`config.mk`:
```
export PLATFORM = sky130hd
export DESIGN_NAME = pipe_flow_ctrl
export DESIGN_NICKNAME = d
export VERILOG_FILES = /design/src/rtl/pipe_flow_ctrl.sv
export SDC_FILE = /design/constraint.sdc
export NUM_CORES = 1
export LEC_CHECK = 0
export CAP_MARGIN = 20
export CORE_MARGIN = 4
export CORE_UTILIZATION = 40
export DETAILED_ROUTE_END_ITERATION = 10
export GPL_ROUTABILITY_DRIVEN = 1
export PLACE_DENSITY = 0.82
export SYNTH_ARGS = -nofsm -noshare
export SYNTH_HDL_FRONTEND = slang
export SYNTH_SLANG_ARGS = --single-unit
```
`constraint.sdc`:
```
create_clock -name clk -period 1.7 [get_ports clk]
set_input_delay 0.34 -clock clk [delete_from_list [all_inputs] [get_ports clk]]
set_output_delay 0.34 -clock clk [all_outputs]
set_load 0.005 [all_outputs]
```
`src/rtl/pipe_flow_ctrl.sv`:
```
// pipe_flow_ctrl: pipeline flow control for a 5-stage MIPS-style core.
// It tracks the multiply/divide unit busy window, merges RAW hazard and MDU
// stalls into the F/D enables and the E bubble, prioritises exceptions over
// every stall, selects the next-PC source and counts stalled cycles.
//
// Ports
//   clk         in   rising-edge clock
//   reset       in   synchronous, active-high reset
//   hz_stall_D  in   RAW hazard stall request from D-stage hazard detector
//   md_start_E  in   mult/multu/div/divu present in E this cycle
//   md_div_E    in   1 = div/divu, 0 = mult/multu (qualifies md_start_E)
//   md_use_D    in   instruction in D uses the MDU or HI/LO
//   exc_req_M   in   exception/interrupt taken at M
//   eret_D      in   eret present in D
//   en_F        out  PC write enable (combinational)
//   en_D        out  REG_D load enable (combinational)
//   clr_E       out  REG_E bubble insert (combinational)
//   exc_int     out  flush of all pipeline registers (combinational)
//   pc_sel      out  next-PC source: 00 seq/branch, 01 handler, 10 EPC
//   md_busy     out  MDU operation in progress (decoded from state)
//   md_cnt      out  remaining MDU busy cycles (registered)
//   stall_cnt   out  saturating count of stalled cycles (registered)
module pipe_flow_ctrl (
    input  logic        clk,
    input  logic        reset,
    input  logic        hz_stall_D,
    input  logic        md_start_E,
    input  logic        md_div_E,
    input  logic        md_use_D,
    input  logic        exc_req_M,
    input  logic        eret_D,
    output logic        en_F,
    output logic        en_D,
    output logic        clr_E,
    output logic        exc_int,
    output logic [1:0]  pc_sel,
    output logic        md_busy,
    output logic [3:0]  md_cnt,
    output logic [15:0] stall_cnt
);

    localparam int unsigned CNT_W = 4;
    localparam int unsigned SC_W  = 16;
    localparam int unsigned SEL_W = 2;

    localparam logic [CNT_W-1:0] MULT_CYC = CNT_W'(5);
    localparam logic [CNT_W-1:0] DIV_CYC  = CNT_W'(10);

    localparam logic [SEL_W-1:0] PC_SEQ  = SEL_W'(0);
    localparam logic [SEL_W-1:0] PC_EXC  = SEL_W'(1);
    localparam logic [SEL_W-1:0] PC_EPC  = SEL_W'(2);

    typedef enum logic {
        IDLE = 1'b0,
        BUSY = 1'b1
    } state_t;

    state_t           state;
    state_t           state_next;
    logic [CNT_W-1:0] cnt_next;
    logic             md_stall;
    logic             stall;

    // State and MDU countdown register
    always_ff @(posedge clk) begin
        if (reset) begin
            state  <= IDLE;
            md_cnt <= '0;
        end else begin
            state  <= state_next;
            md_cnt <= cnt_next;
        end
    end

    // Next state, countdown and pipeline control outputs
    always_comb begin
        state_next = state;
        cnt_next   = md_cnt;
        md_busy    = 1'b0;
        md_stall   = 1'b0;
        stall      = 1'b0;
        en_F       = 1'b1;
        en_D       = 1'b1;
        clr_E      = 1'b0;
        exc_int    = 1'b0;
        pc_sel     = PC_SEQ;

        // A start that coincides with an exception is being flushed, so it
        // must not load; a new start always restarts the countdown.
        if (md_start_E && !exc_req_M) begin
            cnt_next   = md_div_E ? DIV_CYC : MULT_CYC;
            state_next = BUSY;
        end else if (state == BUSY) begin
            cnt_next = md_cnt - CNT_W'(1);
            if (md_cnt == CNT_W'(1)) begin
                state_next = IDLE;
            end
        end

        md_busy  = (state == BUSY);
        md_stall = md_use_D && (md_busy || md_start_E);
        stall    = (hz_stall_D || md_stall) && !exc_req_M;

        en_F    = !stall;
        en_D    = !stall;
        clr_E   = stall;
        exc_int = exc_req_M;

        // EPC is taken only when REG_D actually advances past the eret.
        if (exc_req_M) begin
            pc_sel = PC_EXC;
        end else if (eret_D && !stall) begin
            pc_sel = PC_EPC;
        end
    end

    // Saturating stalled-cycle counter
    always_ff @(posedge clk) begin
        if (reset) begin
            stall_cnt <= '0;
        end else if (stall && (stall_cnt != {SC_W{1'b1}})) begin
            stall_cnt <= stall_cnt + SC_W'(1);
        end
    end

endmodule
```
---- Word-level counts from Yosys, hierarchy flattened ----
Index checks and enable logic that the tools add are counted.
cells by class
  add/sub/neg operators ................... 2
  multiply operators ...................... 0
  div/mod/pow operators ................... 0
  magnitude comparators ................... 0
  eq/ne operators ......................... 2
  shift operators ......................... 0
  multiplexer cells ....................... 8
  bitwise gates (word level) .............. 0
  reduce and logical (&&, ||, !) cells .... 10
operator list
  kind                                                                number
  16-bit by 1-bit adder with 16-bit output, second input constant     1
  16-bit != test, second input constant                               1
  4-bit two-way mux                                                   3
  1-bit logical AND                                                   5
  4-bit by 1-bit == test with 1-bit output, second input constant     1
  2-bit two-way mux                                                   2
  4-bit by 1-bit subtractor with 4-bit output, second input constant  1
  1-bit two-way mux                                                   3
  1-bit zero test                                                     2
  1-bit logical OR                                                    2
  2-bit nonzero test                                                  1
word-level totals
  register bits ........................... 21
  latch bits .............................. 0
  memory bits (writable) .................. 0
  ROM bits ................................ 0
  input bits .............................. 8
  output and inout bits ................... 27
  logic and storage cells ................. 25
  memories kept ........................... 0

---- Depth between registers and ports, before layout ----
Gate-level depths: netlist (run 1).
  depth in word-level cells ............... 8
  gate-level depth with buffers ........... 7
  gate-level depth less buffers ........... 5

---- Worst setup path after synthesis (run 1) ----
No wires, ideal clock.
  kind .................................... reg2reg
  start ................................... register stall_cnt[0]
  end ..................................... register stall_cnt[7]
  library setup time ...................... 0.121 ns
  arrival time ............................ 1.652 ns
  required time ........................... 1.579 ns
  path slack .............................. -0.073 ns
  stages on the path, launching flop included .. 7
  path buffers ............................ 1
  clock period less this slack ............ 1.773 ns
  cells stage by stage .................... dfxtp_1 > ha_1 > nand4_2 > nor4_4 > buf_4 > nor4_1 > mux2_2
between the ends
  cells in the longest elaborated chain, start to end .. 2
  elaborated cells on any way between the ends .. 3
  those cells by class .................... add/sub: 1; eq/ne: 1; reduce/logical: 1
ends and longest elaborated chain
  item                                                                              RTL line  text
  start, declared                                                                   39        output logic [15:0] stall_cnt
  start signal, assigned                                                            122       stall_cnt <= stall_cnt + SC_W'(1);
  branches (longest 2 deep; another with 16-bit by 1-bit adder with 16-bit output)  --
Parallel ways; which one is timed is not known.
A chain may end at the register's enable or synchronous reset.

---- Worst setup path after layout (run 1) ----
  start ................................... register stall_cnt[1]
  end ..................................... register stall_cnt[10]
The elaborated chain is that of the path after synthesis.

==> key figures, run 1 <==
Layout
  – Share of layout cells above drive strength 1: 32.3%
  – Area of the multi-input gates: 763 um2
  – Final Util: 65.5%
  – Layout net count: 204
  – Antenna diode count: 0
  – FF/Latch Area: 435 um2
  – Layout fillers: 212
  – Area added between synthesis and finish: 55.0%

Timing
  – Final Hold Violating Endpoints: 0
  – Min Tclk post-route: 1.69 ns
  – Worst Clk Skew: 0.00557 ns
  – Tightest Pin Transition: 0.400 ns
  – Tcrit/Tclk final: 99.2%
  – Max-slew headroom: 73.0%
  – Unrepaired setup endpoints after global routing: yes
  – Sum Neg Setup Slack: 0 ns
  – Setup violations, final: 0
  – Achievable frequency: 593 MHz
  – Final Slew Violations: 0
  – Hold_ws: 0.527 ns

Global routing
  – Grt ovf: 0
  – Antenna violations before repair: 0
  – Total Routing Usage GR: 18.0%
  – First-pass GRT wire length: 5890 um
  – Vias in the first global route: 1,301
  – Largest net degree at the start of global routing: 27

Critical path
  – Crit-path cells: ha_4 > and4_4 > o211ai_1 > buf_4 > or4_4 > a21oi_2
  – CP top delay family: simple AND/OR/NAND/NOR gates
  – Critical Path Source Type: flip-flop
  – Setup crit end kind: flip-flop
  – Reg2reg end: stall_cnt[10]
  – R2R setup slack: 0.01 ns
  – Worst stage delay on the critical path: 0.41 ns
  – Crit path buf inv count: 1
  – FF-to-FF path depth: 6
  – WP data arrival: 1.93 ns
  – Crit-path max FO: 4
  – R2R Path Start: stall_cnt[1]
  – WP data required: 1.95 ns
  – Crit Path Category: reg2reg
  – CP max-delay cell: or4_4

Pwr
  – Clk pwr share: 26.2%
  – Total power: 0.957 mW
  – Part of the power in registers: 54.8%
  – Max rail drop VDD: 0.372 mV
  – Psw: 0.260 mW
  – Comb pwr share: 19.0%
  – Leak pwr: 0.740 nW
  – Power Dens Cells: 525 nW/um2
  – Pint: 0.697 mW
  – Sw frac: 27.2%

Floorplanning
  – DIE AREA: 3870 um2
  – DIE WIDTH: 62.2 um
  – Die height: 62.2 um
  – I/O Pins: 35
  – Core area: 2780 um2
  – # rows: 19
  – Initial Util: 42.3%

CTS
  – Clock buffer depth: 2
  – Worst-Skew Late Latency: 0.31 ns
  – Cts bufs inserted: 3
  – Htree depth: 1
  – Clock-pin slew on the worst setup and hold paths: 0.13 ns
  – Root buffer cell: clkbuf_4
  – TritonCTS clock tree: yes
  – CTS Hold Bufs: 0
  – Sink Count: 21

Place
  – Detailed-placement wirelength estimate: 2520 um
  – Port Buf Inserts: 34
  – Routability cong.: 0.822

Yosys
  – Post-synth top area share: 35.7%
  – Cell taking the most area after synthesis: dfxtp_1
  – Synthesis-stage register bit count: 21
  – Number of synthesized flops with an enable pin: 0
  – Syn_area_per_cell: 8.52 um2
  – Post-synth top flop: dfxtp_1
  – Sequential element share of the synthesized area: 35.7%
  – Count leader, synth: dfxtp_1
  – Syn nets: 149
  – Yosys cell types: 33
  – Warnings, synthesis: 0
  – Mapped Cells: 138
  – Top cells by count, synth: dfxtp_1 (21), a21oi_1 (15), nand2_1 (10), nor2_1 (9)
  – Top post-synthesis cells by area: dfxtp_1 (36%), a21oi_1 (6.4%), mux2_2 (5.7%)
  – Ys async rst share: 0%
  – Mapped Area: 1180 um2

Hold path
  – Worst hold path stage count: 2
  – Hold WC Path Type: reg2reg
  – Hold Path Sink: stall_cnt[5]
  – HP Start: stall_cnt[5]

Run
  – Max-cap viol count: 0

Route
  – Drt pass-1 iters: 4
  – WL final: 3710 um
  – Via count: 1,292
  – Number of remaining DRC errors: 0
  – Via/cell ratio: 5.79
  – WL/cell: 16.6 um
  – DR iter-0 viols: 48
  – DRT antenna net count: 0

Outcome
  – Status: finished, final reports clean
[cells by family after synthesis]
kind of cell,Yosys count,synth area share (%)
buf+inv,14,6.38
simple gates,60,30.6
mux,6,5.74
compound gates,31,16.1
fa+ha+maj,3,3.19
xor+xnor,3,2.23
flops,21,35.7
[metal layers]
metal | vias up | share of wire, % | global-route usage (%)
met3 | 14 | 4.3 | 4.32
met5 | - | 0 | 0
met2 | 41 | 53 | 32.1
met1 | 611 | 40 | 19.3
met4 | 0 | 3.3 | 9.21
li1 | 626 | - | -
[worst max-delay path by stage]
stage                             from            end  slack (ns)  cells after the start
after global placement      md_start_E   stall_cnt[7]       -0.52                      6
after detailed placement    md_start_E   stall_cnt[7]       -0.58                      6
after floorplan           stall_cnt[0]  stall_cnt[14]        0.03                      5
final                     stall_cnt[1]  stall_cnt[10]        0.01                      6
after CTS                 stall_cnt[9]   stall_cnt[3]       0.006                      6
after global routing         exc_req_M      pc_sel[1]       -0.05                      5
[cell type report]
cell class | instances | share of cell area, %
Clock buffer | 4 | 1.44
Inverter | 6 | 1.24
Multi-Input combinational cell | 103 | 41.9
Sequential cell | 21 | 23.9
Tap cell | 31 | 2.13
Timing Repair Buffer | 58 | 29.4
[worst min-delay path, cell delays in order (launching register included)]
cell and delay [ns]:
dfxtp_1 0.36, o31ai_1 0.07, a21oi_1 0.06
[layout by cell type, fill, tap and decap left out, types with 4 or more instances in the layout]
master / instances
o21ai_0: 4
dlygate4sd2_1: 7
nor2_1: 8
nor2b_1: 5
mux2_2: 6
buf_4: 22
dfxtp_2: 12
or4_1: 5
nand2_1: 10
o31ai_1: 6
dfxtp_1: 9
nand3_1: 6
a21oi_1: 14
clkdlybuf4s50_1: 23
inv_1: 5
[timing repair]
action / CTS / global route
setup buffers: 2 / 3
cloned: 0 / 0
pin swaps: 6 / 8
gates resized for setup: 23 / 20
setup endpoints to repair: 19 / 27
[sequential cells by signal (all words and copies together), names as in the netlist]
signal / cells
stall_cnt: 16
md_cnt: 4
md_busy: 1
[power groups by stage]
| stage | registers [mW] | clock network [mW] | logic [mW] |
|---|---|---|---|
| 5_1_grt | 0.526 | 0.281 | 0.200 |
| 2_1_floorplan | 0.536 | 0 | 0.0706 |
| 3_5_place_dp | 0.532 | 0 | 0.177 |
| 4_1_cts | 0.524 | 0.254 | 0.176 |
| 3_3_place_gp | 0.530 | 0 | 0.170 |
| 6_report | 0.525 | 0.251 | 0.182 |
[through the flow]
step	cell area, um2	cells	worst slack, ns
after global placement	1670	215	-0.517
after global routing	1820	223	-0.0451
after detailed placement	1670	215	-0.581
after floorplan	1180	138	0.0302
after CTS	1740	220	0.00560
final	1820	223	0.0128
Note: power is estimated with default switching activity, not from simulation.
==> inputs of run 2 (changes only) <==
Settings changed: ABC_AREA set to 1, PLACE_DENSITY 0.82 to 0.81.
==> key figures, run 2 <==
CTS
  – Htree depth: 1
  – Sink Count: 21
  – TritonCTS clock tree: yes
  – Worst-Skew Late Latency: 0.32 ns
  – Clock buffer depth: 2
  – Cts bufs inserted: 3
  – CTS Hold Bufs: 0
  – Clock-pin slew on the worst setup and hold paths: 0.13 ns
  – Root buffer cell: clkbuf_4

Floorplanning
  – DIE AREA: 4200 um2
  – DIE WIDTH: 64.8 um
  – Core area: 3080 um2
  – # rows: 20
  – Initial Util: 42.0%
  – I/O Pins: 35
  – Die height: 64.8 um

Yosys
  – Ys async rst share: 0%
  – Post-synth top area share: 32.5%
  – Post-synth top flop: dfxtp_1
  – Synthesis-stage register bit count: 21
  – Sequential element share of the synthesized area: 32.5%
  – Top cells by count, synth: nand2_1 (64), dfxtp_1 (21), inv_1 (21), nor2_1 (19), a21oi_1 (16)
  – Top post-synthesis cells by area: dfxtp_1 (33%), nand2_1 (19%), a21oi_1 (6.2%)
  – Syn_area_per_cell: 6.53 um2
  – Mapped Cells: 198
  – Warnings, synthesis: 0
  – Number of synthesized flops with an enable pin: 0
  – Yosys cell types: 27
  – Syn nets: 209
  – Count leader, synth: nand2_1
  – Mapped Area: 1290 um2
  – Cell taking the most area after synthesis: dfxtp_1

Layout
  – Share of layout cells above drive strength 1: 22.0%
  – Antenna diode count: 0
  – Max reg flops: 16
  – Most frequent cells in the layout: nand2_1 (62), clkdlybuf4s50_1 (25), inv_1 (20)
  – Register with the most flip-flops: stall_cnt
  – Commonest non-fill, non-tap cell in the layout: nand2_1
  – Post-route insts no fill: 285
  – Area added between synthesis and finish: 39.3%
  – Layout net count: 253

Outcome
  – Status: finished, final reports clean

Place
  – Detailed-placement wirelength estimate: 2220 um
  – Routability cong.: 0.852
  – Port Buf Inserts: 34
  – Worst slack, placed: -0.325 ns
  – Placed instance count: 278

Route
  – DR iter-0 viols: 92
  – Drt pass-1 iters: 4
  – DRT antenna net count: 0
  – Via/cell ratio: 4.72
  – WL final: 3000 um
  – WL/cell: 10.5 um
  – Via count: 1,345
  – Number of remaining DRC errors: 0

Critical path
  – Worst stage delay on the critical path: 0.49 ns
  – Setup crit end kind: output port
  – Crit-path max FO: 4
  – WP data arrival: 1.29 ns
  – Critical Path Source Type: flip-flop
  – CP top delay family: buffers and inverters
  – Crit path buf inv count: 2
  – WP data required: 1.36 ns
  – Crit Path Category: reg2out
  – CP max-delay cell: clkdlybuf4s50_1
  – Crit-path cells: buf_4 > clkdlybuf4s50_1

Pwr
  – Max rail drop VDD: 0.542 mV
  – Leak pwr: 0.726 nW
  – Total power: 0.997 mW
  – Power Dens Cells: 553 nW/um2

Global routing
  – Largest net degree at the start of global routing: 18
  – Vias in the first global route: 1,231
  – First-pass GRT wire length: 5330 um
  – Antenna violations before repair: 0
  – Grt ovf: 0
  – Total Routing Usage GR: 15.8%

Timing
  – Tcrit/Tclk final: 95.7%
  – Final Hold Violating Endpoints: 0
  – Min Tclk post-route: 1.63 ns
  – Max-slew headroom: 83.3%
  – Worst Clk Skew: 0.0106 ns
  – Achievable frequency: 615 MHz
  – Setup violations, final: 0
  – Sum Neg Setup Slack: 0 ns
  – Final Slew Violations: 0
  – Final worst setup slack: 0.0728 ns
  – Tightest Pin Transition: 0.250 ns

Hold path
  – Hold WC Path Type: reg2reg

Run
  – Max-cap viol count: 0
[run 2: cell type report]
| class | instances | area [um2] |
|---|---|---|
| sequential | 21 | 439 |
| inverter | 24 | 91.3 |
| clock inverter | 1 | 7.51 |
| tap | 44 | 55.1 |
| timing repair buffer | 46 | 439 |
| multi-input combinational | 146 | 746 |
| fill | 311 | 1280 |
| clock buffer | 3 | 22.5 |
[run 2: layer usage]
metal / global-route usage [%] / up-vias / wire (um)
met5: 0 / - / 0
met4: 6.33 / 0 / 48
met3: 2.77 / 5 / 129
met2: 25.7 / 28 / 1390
met1: 20.7 / 599 / 1430
li1: - / 713 / -
[run 2: what timing repair did]
item | 4_1_cts | 5_1_grt
resized for setup | 15 | 23
setup buffers | 3 | 0
hold endpoints to repair | 0 | 0
setup endpoints to repair | 5 | 20
pin swaps | 3 | 3
[run 2: logic make-up after synthesis]
logic type	synth area share (%)
AO/OA/AOI/OAI	11.1
XOR/XNOR	4.74
adder cells (fa/ha/maj)	2.90
buffers and inverters	11.4
flip-flops	32.5
AND/OR/NAND/NOR	37.3
[run 2: worst min-delay path: stages, from the launching register on]
cell and delay [ns]:
dfxtp_1 0.34, nand2_1 0.06, a21oi_1 0.06
[run 2: final timing paths]
kind,startpoint,end,slack (ns),cells past startpoint
max,stall_cnt[0],stall_cnt[0],0.07,2
max reg2reg,stall_cnt[1],stall_cnt[1],0.18,9
min reg2reg,md_cnt[1],md_cnt[1],0.49,2
min,md_cnt[1],md_cnt[1],0.49,2
[run 2: stage by stage]
step / instance area [um2] / util [%] / hold slack (ns)
2_1_floorplan: 1290 / - / 0.473
3_3_place_gp: 1710 / 55.6 / 0.479
3_5_place_dp: 1710 / 55.6 / 0.477
4_1_cts: 1770 / 57.6 / 0.499
5_1_grt: 1800 / 58.5 / 0.537
6_report: 1800 / 58.5 / 0.492
[run 2: power breakdown]
part	total, mW	internal, mW	switching (mW)
sequential	0.530	0.512	0.0183
clock	0.258	0.0901	0.168
combinational	0.209	0.112	0.0969
total	0.997	0.714	0.283
==> variant: new RTL, settings of run 2 <==
Register the input `md_div_E` before use, with the module's reset. The logic sees it one clock later. The other inputs are not delayed to match.
--- a/src/rtl/pipe_flow_ctrl.sv
+++ b/src/rtl/pipe_flow_ctrl.sv
@@ -56,4 +56,14 @@
     } state_t;
 
+    logic md_div_E_q;
+
+    always_ff @(posedge clk) begin
+        if (reset) begin
+            md_div_E_q <= '0;
+        end else begin
+            md_div_E_q <= md_div_E;
+        end
+    end
+
     state_t           state;
     state_t           state_next;
@@ -89,5 +99,5 @@
         // must not load; a new start always restarts the countdown.
         if (md_start_E && !exc_req_M) begin
-            cnt_next   = md_div_E ? DIV_CYC : MULT_CYC;
+            cnt_next   = md_div_E_q ? DIV_CYC : MULT_CYC;
             state_next = BUSY;
         end else if (state == BUSY) begin
Behaviour: not the same (Yosys sat finds a counterexample within 4 cycles, from zero or initial values and one cycle with reset high).
==> variant against run 2 <==
  * Sequential share of layout area rose by 0.59 points
  * First-iteration DRC count fell by 39%
  * Total power grew 16%
  * Via count up 3.9%
  * Area after synthesis about the same
  * Largest cell class unchanged
  * Highest routed layer unchanged
  * Global-route usage rose by 0.067 points
  * Sequential cell count rose by 1
  * Core utilization is 0.73 points higher
  * Cell area up 1.3%
  * Setup slack worse by 0.012 ns
  * Worst hold slack better by 0.0082 ns
  * Wire length up 3.9%
==> variant: results (changes against run 2) <==
outcome=completed; Leak Pwr=0.761 nW (+4.9%); fraction of the mapped netlist area in compound gates=10.7% (-0.40 points); post-synthesis mux area share=0% (unchanged); Clock Latency Late Sink=0.32 ns (about the same); largest net degree at the start of global routing=14 (-4); DR iter-0 viols=56 (-39%); Async S/R FF share, synth=0% (unchanged); crit path capture=clr_E; first-pass GRT wire length=5330 um (unchanged); skew final=0.00749 ns (-0.00307 ns); Synth Net Count=211 (+0.96%); Reg clk slew, reported paths=0.13 ns (about the same); vias in the first global route=1277 (+3.7%); CP startpoint=exc_req_M; total global-route track usage=15.9% (+0.067 points); Placer Congestion=0.850 (-0.20%); top cells by area, synth=dfxtp_1, nand2_1, nor2_1, inv_1, a21oi_1; xor-xnor portion of the synthesized cell area=4.74% (about the same); fill count=304 (-2.3%); Cell variety after synth=23 (-15%); Post-DP HPWL=2390 um (+7.8%); Placed Area=1740 um2 (+1.8%); layout cells sized above 1=18.3% (-3.7 points); sequential share of the synthesized area=34.0% (+1.5 points); nets=258 (+2.0%); FF-to-FF End=stall_cnt[1]; Critical Path AT=1.30 ns; VDD IR-drop max=0.371 mV (-32%); Adder-Cell Fraction of Synth Area=2.90% (about the same); Post-synth top flop=dfxtp_1; worst-path fanout max=4 (unchanged); slew margin rel.=83.5% (+0.20 points); Vias=1398 (+3.9%); WL final=3120 um (+3.9%); root cell of the clock tree=clkbuf_4; Post-synth top cells=nand2_1, nor2_1, dfxtp_1, inv_1, a21oi_1; H-tree Lvls=1 (unchanged); maximum clock path buffer count=2 (unchanged)
## variant: cell families after synthesis
family | after synthesis
and+or+nand+nor | 112
buffers and inverters | 31
AOI/OAI and AO/OA | 25
DFF | 22
xor gates and xnor gates | 7
adders and majority gates | 3
## variant: cell type report
type / count / area, um2 / share of cell area (%)
Inverter: 24 / 90.1 / 4.94
Sequential cell: 22 / 455 / 25.0
Clock buffer: 3 / 22.5 / 1.24
Multi-Input combinational cell: 147 / 722 / 39.6
Timing Repair Buffer: 49 / 448 / 24.6
Clock inverter: 1 / 30.0 / 1.65
Tap cell: 44 / 55.1 / 3.02
## variant: critical path, stage by stage
cell	delay, ns
clkdlybuf4s50_1	0.49
inv_1	0.08
nand2_2	0.10
inv_2	0.04
dlygate4sd2_1	0.25
## variant: where the power goes
part           switching, W  internal [W]
clock              0.000174      0.000239
combinational     0.0000926     0.0000996
sequential        0.0000204      0.000535
total              0.000287      0.000874
## variant: routing by layer
layer | vias to the layer above | wire length (um) | global-route usage (%)
li1 | 719 | - | -
met1 | 646 | 1410 | 18.8
met2 | 26 | 1550 | 28.2
met3 | 7 | 89 | 2.08
met4 | 0 | 68 | 7.12
met5 | - | 0 | 0
## variant: how the worst min path moves through the flow
stage | end | slack (ns) | cells after the start
floorplan | md_div_E_q | 0.45 | 2
global placement | md_cnt[1] | 0.48 | 2
detailed placement | md_cnt[1] | 0.48 | 2
CTS | md_div_E_q | 0.50 | 3
global route | md_cnt[1] | 0.53 | 2
finish | md_cnt[1] | 0.50 | 2
## variant: stage by stage
| step | total power [W] | worst slack [ns] | cells |
|---|---|---|---|
| CTS | 0.00117 | 0.00248 | 289 |
| detailed placement | 0.000761 | -0.275 | 285 |
| finish | 0.00116 | 0.0607 | 290 |
| floorplan | 0.000668 | 0.226 | 200 |
| global placement | 0.000756 | -0.255 | 285 |
| global route | 0.00122 | 0.00565 | 290 |
## variant: timing repair
item                                    in CTS  in global routing
cloned                                       0                  0
buffers inserted                             0                  1
endpoints found under the setup margin       6                 14
pin swaps                                    3                  2
gates resized for setup                      7                 16
